**config.mk**
```make
export PLATFORM = sky130hd
export DESIGN_NAME = muldiv_unit
export DESIGN_NICKNAME = d
export VERILOG_FILES = /design/src/rtl/muldiv_unit.sv
export SDC_FILE = /design/constraint.sdc
export NUM_CORES = 1
export LEC_CHECK = 0
export CAP_MARGIN = 5
export CORE_ASPECT_RATIO = 2
export CORE_MARGIN = 2
export CORE_UTILIZATION = 40
export DETAILED_ROUTE_END_ITERATION = 7
export GPL_TIMING_DRIVEN = 0
export MAX_ROUTING_LAYER = met4
export PLACE_DENSITY = 0.65
export SLEW_MARGIN = 0
export SYNTH_ARGS = -nofsm -noshare
export SYNTH_HDL_FRONTEND = slang
export SYNTH_SLANG_ARGS = --single-unit
```
**constraint.sdc**
```tcl
create_clock -name clk -period 16.8 [get_ports clk]
set_input_delay 3.36 -clock clk [delete_from_list [all_inputs] [get_ports clk]]
set_output_delay 3.36 -clock clk [all_outputs]
set_load 0.02 [all_outputs]
```
**src/rtl/muldiv_unit.sv**
```systemverilog
// Iterative RV32M multiply/divide unit: shift-add multiply, restoring divide, sign fixup.
// Latency: out_valid 34 edges after request cycle (accept + 32 iterations + fixup); div-by-zero fast path 1.
// Backpressure: holds result/rd_out/out_valid in DONE until out_ready; in_ready only in IDLE.
module muldiv_unit #(
  parameter bit DIV_ZERO_FAST = 1'b1
) (
  input  logic        clk,
  input  logic        rst,
  input  logic        in_valid,
  output logic        in_ready,
  input  logic [2:0]  funct3,
  input  logic [31:0] rs1_data,
  input  logic [31:0] rs2_data,
  input  logic [4:0]  rd_in,
  output logic        out_valid,
  input  logic        out_ready,
  output logic [31:0] result,
  output logic [4:0]  rd_out
);

  typedef enum logic [1:0] {IDLE, CALC, FIXUP, DONE} state_t;

  state_t      state;
  logic [4:0]  count;
  logic [2:0]  op;
  logic        sign_a;
  logic        sign_b;
  logic        div_zero;
  logic [31:0] a_raw;
  logic [31:0] b_mag;
  logic [31:0] hi;
  logic [31:0] lo;

  // Accept-time operand decode: which operands are signed, their magnitudes, div-by-zero.
  logic        acc_signed_a;
  logic        acc_signed_b;
  logic        acc_sign_a;
  logic        acc_sign_b;
  logic [31:0] acc_a_mag;
  logic [31:0] acc_b_mag;
  logic        acc_div_zero;
  logic [31:0] zero_result;

  // Signedness per op: divides are signed when funct3[0]==0; MULHU is the only fully
  // unsigned multiply and MULHSU keeps only rs1 signed.
  always_comb begin
    acc_signed_a = funct3[2] ? ~funct3[0] : (funct3[1:0] != 2'b11);
    acc_signed_b = funct3[2] ? ~funct3[0] : ~funct3[1];
    acc_sign_a   = acc_signed_a & rs1_data[31];
    acc_sign_b   = acc_signed_b & rs2_data[31];
    acc_a_mag    = acc_sign_a ? (32'd0 - rs1_data) : rs1_data;
    acc_b_mag    = acc_sign_b ? (32'd0 - rs2_data) : rs2_data;
    acc_div_zero = funct3[2] & (rs2_data == 32'd0);
    zero_result  = funct3[1] ? rs1_data : 32'hFFFF_FFFF;
  end

  assign in_ready = (state == IDLE);

  // One iteration step: multiply adds b into the high half when the multiplier LSB is set,
  // divide shifts the partial remainder left and subtracts b if it fits.
  logic [32:0] add_sum;
  logic [32:0] trial;
  logic [32:0] diff;

  always_comb begin
    add_sum = {1'b0, hi} + (lo[0] ? {1'b0, b_mag} : 33'd0);
    trial   = {hi, lo[31]};
    diff    = trial - {1'b0, b_mag};
  end

  // Fixup: negate the magnitude result when needed and pick the requested half.
  logic [63:0] prod_abs;
  logic [63:0] prod_fix;
  logic [31:0] quot_fix;
  logic [31:0] rem_fix;
  logic [31:0] fix_result;

  always_comb begin
    prod_abs   = {hi, lo};
    prod_fix   = (sign_a ^ sign_b) ? (64'd0 - prod_abs) : prod_abs;
    quot_fix   = (sign_a ^ sign_b) ? (32'd0 - lo) : lo;
    rem_fix    = sign_a ? (32'd0 - hi) : hi;
    fix_result = 32'd0;
    if (!op[2]) begin
      fix_result = (op[1:0] == 2'b00) ? prod_fix[31:0] : prod_fix[63:32];
    end else if (div_zero) begin
      // RISC-V defined div-by-zero values bypass the sign logic entirely.
      fix_result = op[1] ? a_raw : 32'hFFFF_FFFF;
    end else begin
      fix_result = op[1] ? rem_fix : quot_fix;
    end
  end

  // Control FSM and datapath registers.
  always_ff @(posedge clk or posedge rst) begin
    if (rst) begin
      state     <= IDLE;
      count     <= 5'd0;
      op        <= 3'd0;
      sign_a    <= 1'b0;
      sign_b    <= 1'b0;
      div_zero  <= 1'b0;
      a_raw     <= 32'd0;
      b_mag     <= 32'd0;
      hi        <= 32'd0;
      lo        <= 32'd0;
      out_valid <= 1'b0;
      result    <= 32'd0;
      rd_out    <= 5'd0;
    end else begin
      case (state)
        IDLE: begin
          if (in_valid) begin
            op       <= funct3;
            sign_a   <= acc_sign_a;
            sign_b   <= acc_sign_b;
            div_zero <= acc_div_zero;
            a_raw    <= rs1_data;
            b_mag    <= acc_b_mag;
            hi       <= 32'd0;
            lo       <= acc_a_mag;
            rd_out   <= rd_in;
            count    <= 5'd0;
            if (DIV_ZERO_FAST && acc_div_zero) begin
              result    <= zero_result;
              out_valid <= 1'b1;
              state     <= DONE;
            end else begin
              state <= CALC;
            end
          end
        end
        CALC: begin
          if (!op[2]) begin
            hi <= add_sum[32:1];
            lo <= {add_sum[0], lo[31:1]};
          end else if (!diff[32]) begin
            hi <= diff[31:0];
            lo <= {lo[30:0], 1'b1};
          end else begin
            hi <= trial[31:0];
            lo <= {lo[30:0], 1'b0};
          end
          count <= count + 5'd1;
          if (count == 5'd31) begin
            state <= FIXUP;
          end
        end
        FIXUP: begin
          result    <= fix_result;
          out_valid <= 1'b1;
          state     <= DONE;
        end
        DONE: begin
          if (out_ready) begin
            out_valid <= 1'b0;
            state     <= IDLE;
          end
        end
        default: state <= IDLE;
      endcase
    end
  end

endmodule

```
After elaboration in Yosys (flattened, before gate mapping)
Cells that the tools add are included.
{"block": "word_totals", "wordCells": 83, "regBits": 179, "in_bits": 76, "output_inout_bits": 39}
{"block": "classes", "bitwise": 6, "eq_ne": 9, "n_reduce_logical": 11, "n_mux": 36, "n_addsub": 8}
{"cell": "$mux 32", "n": 18}
{"cell": "$pmux 32 s2", "n": 3}
{"cell": "$sub 1x32->32 const A", "n": 4}
{"cell": "$mux 64", "n": 1}
{"cell": "$sub 1x64->64 const A", "n": 1}
{"cell": "$add 32x32->33", "n": 1}
{"cell": "$sub 33x32->33", "n": 1}
{"cell": "$logic_not 32->1", "n": 1}
{"cell": "$pmux 5 s2", "n": 1}
{"cell": "$mux 2", "n": 4}
{"cell": "$ne 2x2->1 const B", "n": 4}
{"cell": "$pmux 2 s4", "n": 1}
{"cell": "$mux 1", "n": 6}
{"cell": "$reduce_and 3->1", "n": 2}
{"cell": "$add 5x1->5 const B", "n": 1}
{"cell": "$eq 5x5->1 const B", "n": 1}
{"cell": "$mux 5", "n": 1}
{"cell": "$eq 2x2->1 const B", "n": 2}
{"cell": "$logic_not 2->1", "n": 2}
{"cell": "$reduce_and 2->1", "n": 2}
{"cell": "$reduce_and 4->1", "n": 1}
{"cell": "$reduce_bool 2->1", "n": 2}
{"cell": "$and 1x1->1", "n": 3}
{"cell": "$pmux 1 s3", "n": 1}
{"cell": "5 further kinds", "n": 6}

Depth between registers and ports, before layout
Gate-level depths: netlist (run 1).
{"block": "logic_depth", "word_depth": 6, "mapped_depth": 15, "depth_no_buf": 13}

Worst setup path before layout (run 1)
Ideal clock, no wire load.
{"block": "synth_path", "path_kind": "input to register", "startpoint": "in rs2_data[6]", "endpoint": "reg result[4]", "path_stages": 10, "required_ps": 16666, "path_buffers": 2, "slack_ps": 11148, "arrival_time_ps": 5518, "path_cell_list": "or4_1 > or2_2 > nor3_2 > and4_1 > a22o_1 > buf_4 > nand2_1 > buf_2 > a2111oi_0 > nor3_1"}
{"block": "synth_between", "elab_chain_cells": 4}
{"item": "start, declared", "line": "13", "source": "input logic [31:0] rs2_data,"}
{"item": "$logic_not 32->1", "line": "53", "source": "acc_div_zero = funct3[2] & (rs2_data == 32'd0);"}
{"item": "$and 1x1->1", "line": "53"}
{"item": "$ne 2x1->1 (no line)"}
{"item": "$reduce_and 3->1 (no line)"}
{"item": "end signal, assigned", "line": "125", "source": "result <= zero_result;"}
{"item": "end signal, assigned", "line": "150", "source": "result <= fix_result;"}
{"item": "end, declared", "line": "17", "source": "output logic [31:0] result,"}
Every way passes these cells.
A chain may end at the register's enable or synchronous reset.

Final worst setup path (run 1)
{"block": "layout_path", "startpoint": "in rs2_data[6]", "endpoint": "reg result[24]"}
Same word-level chain as after synthesis.

==> results of run 1 <==
## routing by layer
| layer | global-route usage | part of all wire |
|---|---|---|
| met2 | 0.701 | 0.52 |
| met5 | - | 0 |
| met1 | 0.352 | 0.32 |
| met3 | 0.0457 | 0.041 |
| met4 | 0.377 | 0.12 |
## where the power goes
part / switching [uW] / internal [uW]
registers: 185 / 622
logic: 2050 / 1000
clock network: 204 / 258
total: 2440 / 1880
## cells in the mapped netlist (11+ instances only)
library cell    n
nand2_1       236
o21ai_0       233
nor2_1        191
a21oi_1       180
dfrtp_1       179
clkbuf_1      122
xor2_1        100
xnor2_1        99
ha_1           74
inv_1          74
nor3_1         56
mux2i_1        50
mux2_2         33
nand3_1        30
a22oi_1        29
or3_1          29
o211ai_1       26
nand2b_1       25
a31oi_1        24
a21o_1         21
o31ai_1        21
nand4_1        19
a211oi_1       16
and2_1         16
nor4_1         15
nor2b_1        14
buf_1          13
buf_2          11
o41ai_1        11
## worst max-delay path, cell delays in order
cell,delay [ns]
clkdlybuf4s50_1,0.49
or4_1,0.57
or2_2,0.33
nor3_2,0.46
and4_1,0.65
a22oi_1,0.32
clkbuf_1,0.40
nor2_1,0.77
o21ai_0,0.20
nor2_1,0.15
a211oi_1,0.06
## how the worst max path moves through the flow
stage	end	slack, ns	cells after the start	startpoint
floorplan	a_raw[0]	8.58	1	rst
global placement	hi[5]	5.51	2	rst
detailed placement	result[24]	8.93	11	rs2_data[6]
CTS	result[24]	9.44	11	rs2_data[6]
global route	result[29]	9.41	11	rs2_data[6]
finish	result[24]	9.37	11	rs2_data[6]
## area by class of cell
cell class | instances | share of cell area
multi-input cells | 1703 | 0.582
flip-flops and latches | 179 | 0.239
repair buffers | 116 | 0.0629
well taps | 530 | 0.0354
plain buffers | 148 | 0.0310
clock buffers | 20 | 0.0244
inverters | 75 | 0.0155
clock inverters | 12 | 0.00950
## metrics by stage
stage	utilization	instance area (sq um)	power, uW	hold WS [ns]
after global routing	0.467	18700	4560	0.509
after detailed placement	0.451	18100	3790	0.472
after CTS	0.467	18700	4250	0.489
final	0.467	18700	4320	0.482
after global placement	0.450	18000	3760	0.463
after floorplan	-	16200	2650	0.445
## cell families after synthesis
kind of cell	count (synthesis)
AND/OR/NAND/NOR	686
AO/OA/AOI/OAI	659
buffers and inverters	223
XOR/XNOR	199
flip-flops	179
multiplexers	83
adder cells (fa/ha/maj)	76
## sequential cells by signal, summed over array words and instances, names as in the netlist
signal	flops
a_raw	32
b_mag	32
count	5
div_zero	1
hi	32
lo	32
op	3
out_valid	1
rd_out	5
result	32
sign_a	1
sign_b	1
state	2
==> qor.csv, run 1 <==
stage,metric,value,unit
timing,unrepaired setup endpoints after global routing,false,
synthesis,Post-Syn Instances,2105,
final_layout,share of layout cells above drive strength 1,0.0497,
synthesis,"Top FF cell, synth",dfrtp_1,
place,placed cell count,2751,
synthesis,top cell type's share of synthesized area,0.276,
synthesis,top post-synthesis cells by area,"dfrtp_1 (28%), o21ai_0 (7.2%), ha_1 (5.7%)",
worst_setup_path,crit-path max FO,10,
clock_network,clk root buf,clkbuf_16,
worst_setup_path,Critical Path RT,17.14,ns
timing,Fin Clk Skew,0.0129,ns
timing,Fmax achieved,0.135,GHz
worst_setup_path,r2r endpoint,result[4],
grt,largest net degree at the start of global routing,106,
timing,final hold vios,0,
timing,crit share post-route,0.442,
detailed_routing,Vias,17000,
hold_path,hold path startpoint,b_mag[6],
clock_network,CTS Sinks,179,
pwr,Pwr Density,231,nW/um^2
clock_network,Clock transition at path regs,0.08,ns
timing,min Tclk post-route,7.43,ns
grt,initial antenna violation count,0,
worst_setup_path,flop-to-flop setup slack,11.94,ns
final_layout,filler cell count,4221,
place,Port Buffer Count,114,
clock_network,TritonCTS buffer count,17,
synthesis,number of synthesized flops with an enable pin,0,
final_layout,"most common cell after layout, fill and taps aside",nand2_1,
synthesis,synthesized area per cell,7.71,sq um
detailed_routing,Post-route DRC,0,
hold_path,worst hold endpoint,b_mag[6],
detailed_routing,Initial DRC Count,1163,
hold_path,Min-Delay Path Class,reg -> reg,
detailed_routing,post-DR wirelength/cell,28.9,microns
synthesis,flop and latch count out of synthesis,179,
worst_setup_path,Reg2Reg Depth,12,
final_layout,Area Overhead vs Synth,15.3,%
detailed_routing,Routed Antenna Nets,0,
synthesis,Synth Area in Compound Gates,0.247,
grt,number of global-route vias before repair,17100,
place,gpl congestion,1.02,
timing,Slew Limit Fails,0,
synthesis,cell area after synthesis,16200,sq um
synthesis,largest family of logic cells by synthesized area,compound AO/OA/AOI/OAI gates,
worst_setup_path,crit path kind,in -> reg,
synthesis,Yosys top cell by area,dfrtp_1,
clock_network,Clock Tree Buf Depth,2,
timing,Worst Tran Pin Value,1.35,ns
detailed_routing,Pre-Repair DR Iteration Count,5,
clock_network,Max H-tree Level,4,
die,initial core utilization,0.405,
synthesis,yosys warns,0,
final_layout,Ant. Diodes,0,
timing,final setup fails,0,
pwr,Max VDD drop,0.0828,mV
die,# IOs,115,
outcome,status,"complete, no violations",
clock_network,Skew-Pair Late Insertion Delay,0.48,ns
synthesis,syn nets,2257,
synthesis,sequential share of the synthesized area,0.276,
timing,Setup WS post-layout,9.37,ns
worst_setup_path,startpoint types,input port,
die,num rows,104,
timing,Slew HR,0.0889,
synthesis,Unique masters post-synth,91,
synthesis,asr flop ratio synth,1.00,
final_layout,most frequent cells in the layout,"nand2_1 (236), o21ai_0 (233), nor2_1 (191), a21oi_1 (180), dfrtp_1 (179)",
grt,first-pass GRT wire length,115000,microns
grt,gr usage total,0.391,
synthesis,XOR/XNOR Fraction of Synth Area,0.107,
worst_setup_path,Arrival @ worst endpoint,7.77,ns
hold_path,WHS Path Cells,2,
clock_network,CTS Hold Bufs,0,
clock_network,post-CTS sizing,0,
synthesis,mux cell area share after synthesis,0.0537,
final_layout,multi-input logic area,10900,sq um
clock_network,CTS tree,yes,
clock_network,setup repair bufs after CTS,0,
die,Die Span X,146,microns
synthesis,Post-Synth Simple-Gate Area,0.203,
final_layout,Nets,2392,
flow_run,maxcap violations,0,
final_layout,Reg area,4480,sq um
die,area of the core,40100,sq um
place,post-DP HPWL,65600,microns
worst_setup_path,R2R Path Start,lo[0],
place,Setup WS pre-CTS,8.93,ns
final_layout,"non-filler cells, final",2783,
synthesis,Post-Synth Adder-Cell Area,0.0595,
grt,GR Overflow Total,0,
worst_setup_path,crit path capture type,flop,
die,Die Y-Extent,289,microns
timing,setup TNS,0,ns
detailed_routing,final WL,80300,microns
pwr,static leakage,0.00778,uW
die,die area,42300,sq um
detailed_routing,vias per inst,6.10,
(Power assumes the default switching activity.)
==> run 2, diff against run 1 <==
--- a/config.mk
+++ b/config.mk
@@ -12,7 +12,7 @@
 export DETAILED_ROUTE_END_ITERATION = 7
 export GPL_TIMING_DRIVEN = 0
 export MAX_ROUTING_LAYER = met4
-export PLACE_DENSITY = 0.65
+export PLACE_DENSITY = 0.67
 export SLEW_MARGIN = 0
 export SYNTH_ARGS = -nofsm -noshare
 export SYNTH_HDL_FRONTEND = slang
==> constraint.sdc (replaced) <==
create_clock -name clk -period 6 [get_ports clk]
set_input_delay 1.2 -clock clk [delete_from_list [all_inputs] [get_ports clk]]
set_output_delay 1.2 -clock clk [all_outputs]
set_load 0.02 [all_outputs]
==> qor.csv, run 2 (synthesis gave the netlist of run 1 again) <==
stage,metric,value,unit
worst_setup_path,r2r endpoint,result[4],
place,post-DP HPWL,62900,microns
die,die area,42300,sq um
clock_network,post-CTS sizing,0,
worst_setup_path,crit path capture type,flop,
timing,min Tclk post-route,5.34,ns
flow_run,maxcap violations,1,
die,num rows,104,
worst_setup_path,kind of cell adding the most delay to the critical path,simple AND/OR/NAND/NOR gates,
worst_setup_path,flop-to-flop setup slack,1.36,ns
pwr,Max VDD drop,0.268,mV
hold_path,worst hold endpoint,b_mag[16],
grt,largest net degree at the start of global routing,42,
final_layout,Area Overhead vs Synth,15.6,%
timing,Fmax achieved,0.187,GHz
die,initial core utilization,0.405,
pwr,static leakage,0.00779,uW
worst_setup_path,Arrival @ worst endpoint,5.68,ns
timing,Slew Limit Fails,0,
final_layout,"non-filler cells, final",2790,
final_layout,share of layout cells above drive strength 1,0.0514,
place,placed cell count,2753,
place,placed cell area,18100,sq um
detailed_routing,vias per inst,6.18,
grt,gr usage total,0.381,
worst_setup_path,Bufs and invs on worst path,2,
detailed_routing,final WL,77800,microns
detailed_routing,Post-route DRC,0,
timing,Slew HR,0.00515,
grt,initial antenna violation count,3,
worst_setup_path,crit-path max FO,10,
final_layout,fin util,0.468,
detailed_routing,Vias,17300,
timing,crit share post-route,0.889,
die,# IOs,115,
clock_network,clk root buf,clkbuf_16,
clock_network,TritonCTS buffer count,17,
worst_setup_path,Critical Path RT,6.35,ns
detailed_routing,Pre-Repair DR Iteration Count,7,
final_layout,"most common cell after layout, fill and taps aside",nand2_1,
die,Die Span X,146,microns
detailed_routing,Routed Antenna Nets,0,
clock_network,CTS tree,yes,
clock_network,Max H-tree Level,4,
pwr,Pwr Density,641,nW/um^2
detailed_routing,Initial DRC Count,1325,
outcome,failing checks,capacitance limit,
clock_network,setup repair bufs after CTS,0,
timing,Fin Clk Skew,0.0155,ns
die,area of the core,40100,sq um
place,gpl congestion,1.04,
worst_setup_path,R2R Path Start,lo[0],
worst_setup_path,critical path startpoint,rs2_data[25],
worst_setup_path,crit-path cells,clkdlybuf4s50_1 > or3_1 > or3_1 > nor4b_1 > and4_1 > a22oi_1 > clkbuf_1 > nor2_1 > o21ai_0 > nor2_1 > a211oi_1,
grt,GR Overflow Total,0,
clock_network,Clock Tree Buf Depth,2,
timing,Worst Tran Pin Value,1.48,ns
timing,setup TNS,0,ns
final_layout,Final Cell Area,18700,sq um
die,Die Y-Extent,289,microns
place,Port Buffer Count,114,
worst_setup_path,Reg2Reg Depth,12,
clock_network,Clock transition at path regs,0.07,ns
hold_path,WHS Path Cells,2,
hold_path,Min-Delay Path Class,reg -> reg,
final_layout,most frequent cells in the layout,"nand2_1 (236), o21ai_0 (232), nor2_1 (191), a21oi_1 (180), dfrtp_1 (179)",
hold_path,hold path startpoint,b_mag[16],
outcome,status,"complete, but fails checks",
worst_setup_path,crit path kind,in -> reg,
grt,first-pass GRT wire length,113000,microns
grt,number of global-route vias before repair,17500,
detailed_routing,post-DR wirelength/cell,27.9,microns
worst_setup_path,CP max-delay cell,and4_1,
clock_network,Skew-Pair Late Insertion Delay,0.49,ns
clock_network,CTS Hold Bufs,0,
worst_setup_path,startpoint types,input port,
clock_network,CTS Sinks,179,
timing,unrepaired setup endpoints after global routing,false,
timing,final setup fails,0,
worst_setup_path,max incr delay on CP,0.74,ns
final_layout,Nets,2395,
timing,final hold vios,0,
[run 2: final cells by class]
class / count / area (sq um)
fillers: 4141 / 21300
multi-input cells: 1703 / 10900
flip-flops and latches: 179 / 4480
repair buffers: 119 / 1230
well taps: 530 / 663
plain buffers: 148 / 581
clock buffers: 18 / 439
inverters: 75 / 285
clock inverters: 14 / 179
diodes: 4 / 10.0
[run 2: worst max-delay path by stage]
stage,to,depth (start not counted)
3_5_place_dp,result[24],11
3_3_place_gp,result[24],11
6_report,result[24],11
4_1_cts,result[24],11
2_1_floorplan,a_raw[0],1
5_1_grt,result[24],11
[run 2: worst min-delay path, delay by kind of cell (launching register included)]
kind / cells / cell delay, ns
AO/OA/AOI/OAI: 1 / 0.06
AND/OR/NAND/NOR: 1 / 0.04
flip-flops: 1 / 0.35
[run 2: metrics by stage]
step	setup slack [ns]	hold slack (ns)	power (uW)
finish	0.663	0.483	12000
global route	0.422	0.511	12700
CTS	0.616	0.488	11800
detailed placement	0.106	0.472	10500
global placement	0.122	0.462	10400
floorplan	2.51	0.445	7420
[run 2: layer usage]
metal / GRT usage / vias up / part of all wire
met1: 0.337 / 8257 / 0.32
met4: 0.370 / 0 / 0.13
met2: 0.681 / 835 / 0.51
met5: - / - / 0
li1: - / 7812 / -
met3: 0.0564 / 348 / 0.049
[run 2: report_power, final]
| group | internal, uW | switching [uW] | total (uW) | leakage, uW |
|---|---|---|---|---|
| registers | 1740 | 531 | 2270 | 0.00218 |
| clock network | 673 | 579 | 1250 | 0.000299 |
| logic | 2810 | 5690 | 8500 | 0.00531 |
| total | 5220 | 6800 | 12000 | 0.00779 |
==> run 3, diff against run 2 <==
--- a/config.mk
+++ b/config.mk
@@ -13,7 +13,6 @@
 export GPL_TIMING_DRIVEN = 0
 export MAX_ROUTING_LAYER = met4
 export PLACE_DENSITY = 0.67
-export SLEW_MARGIN = 0
 export SYNTH_ARGS = -nofsm -noshare
 export SYNTH_HDL_FRONTEND = slang
 export SYNTH_SLANG_ARGS = --single-unit
==> results of run 3 <==
No change in the layout: final DEF, timing and power equal those of run 2.
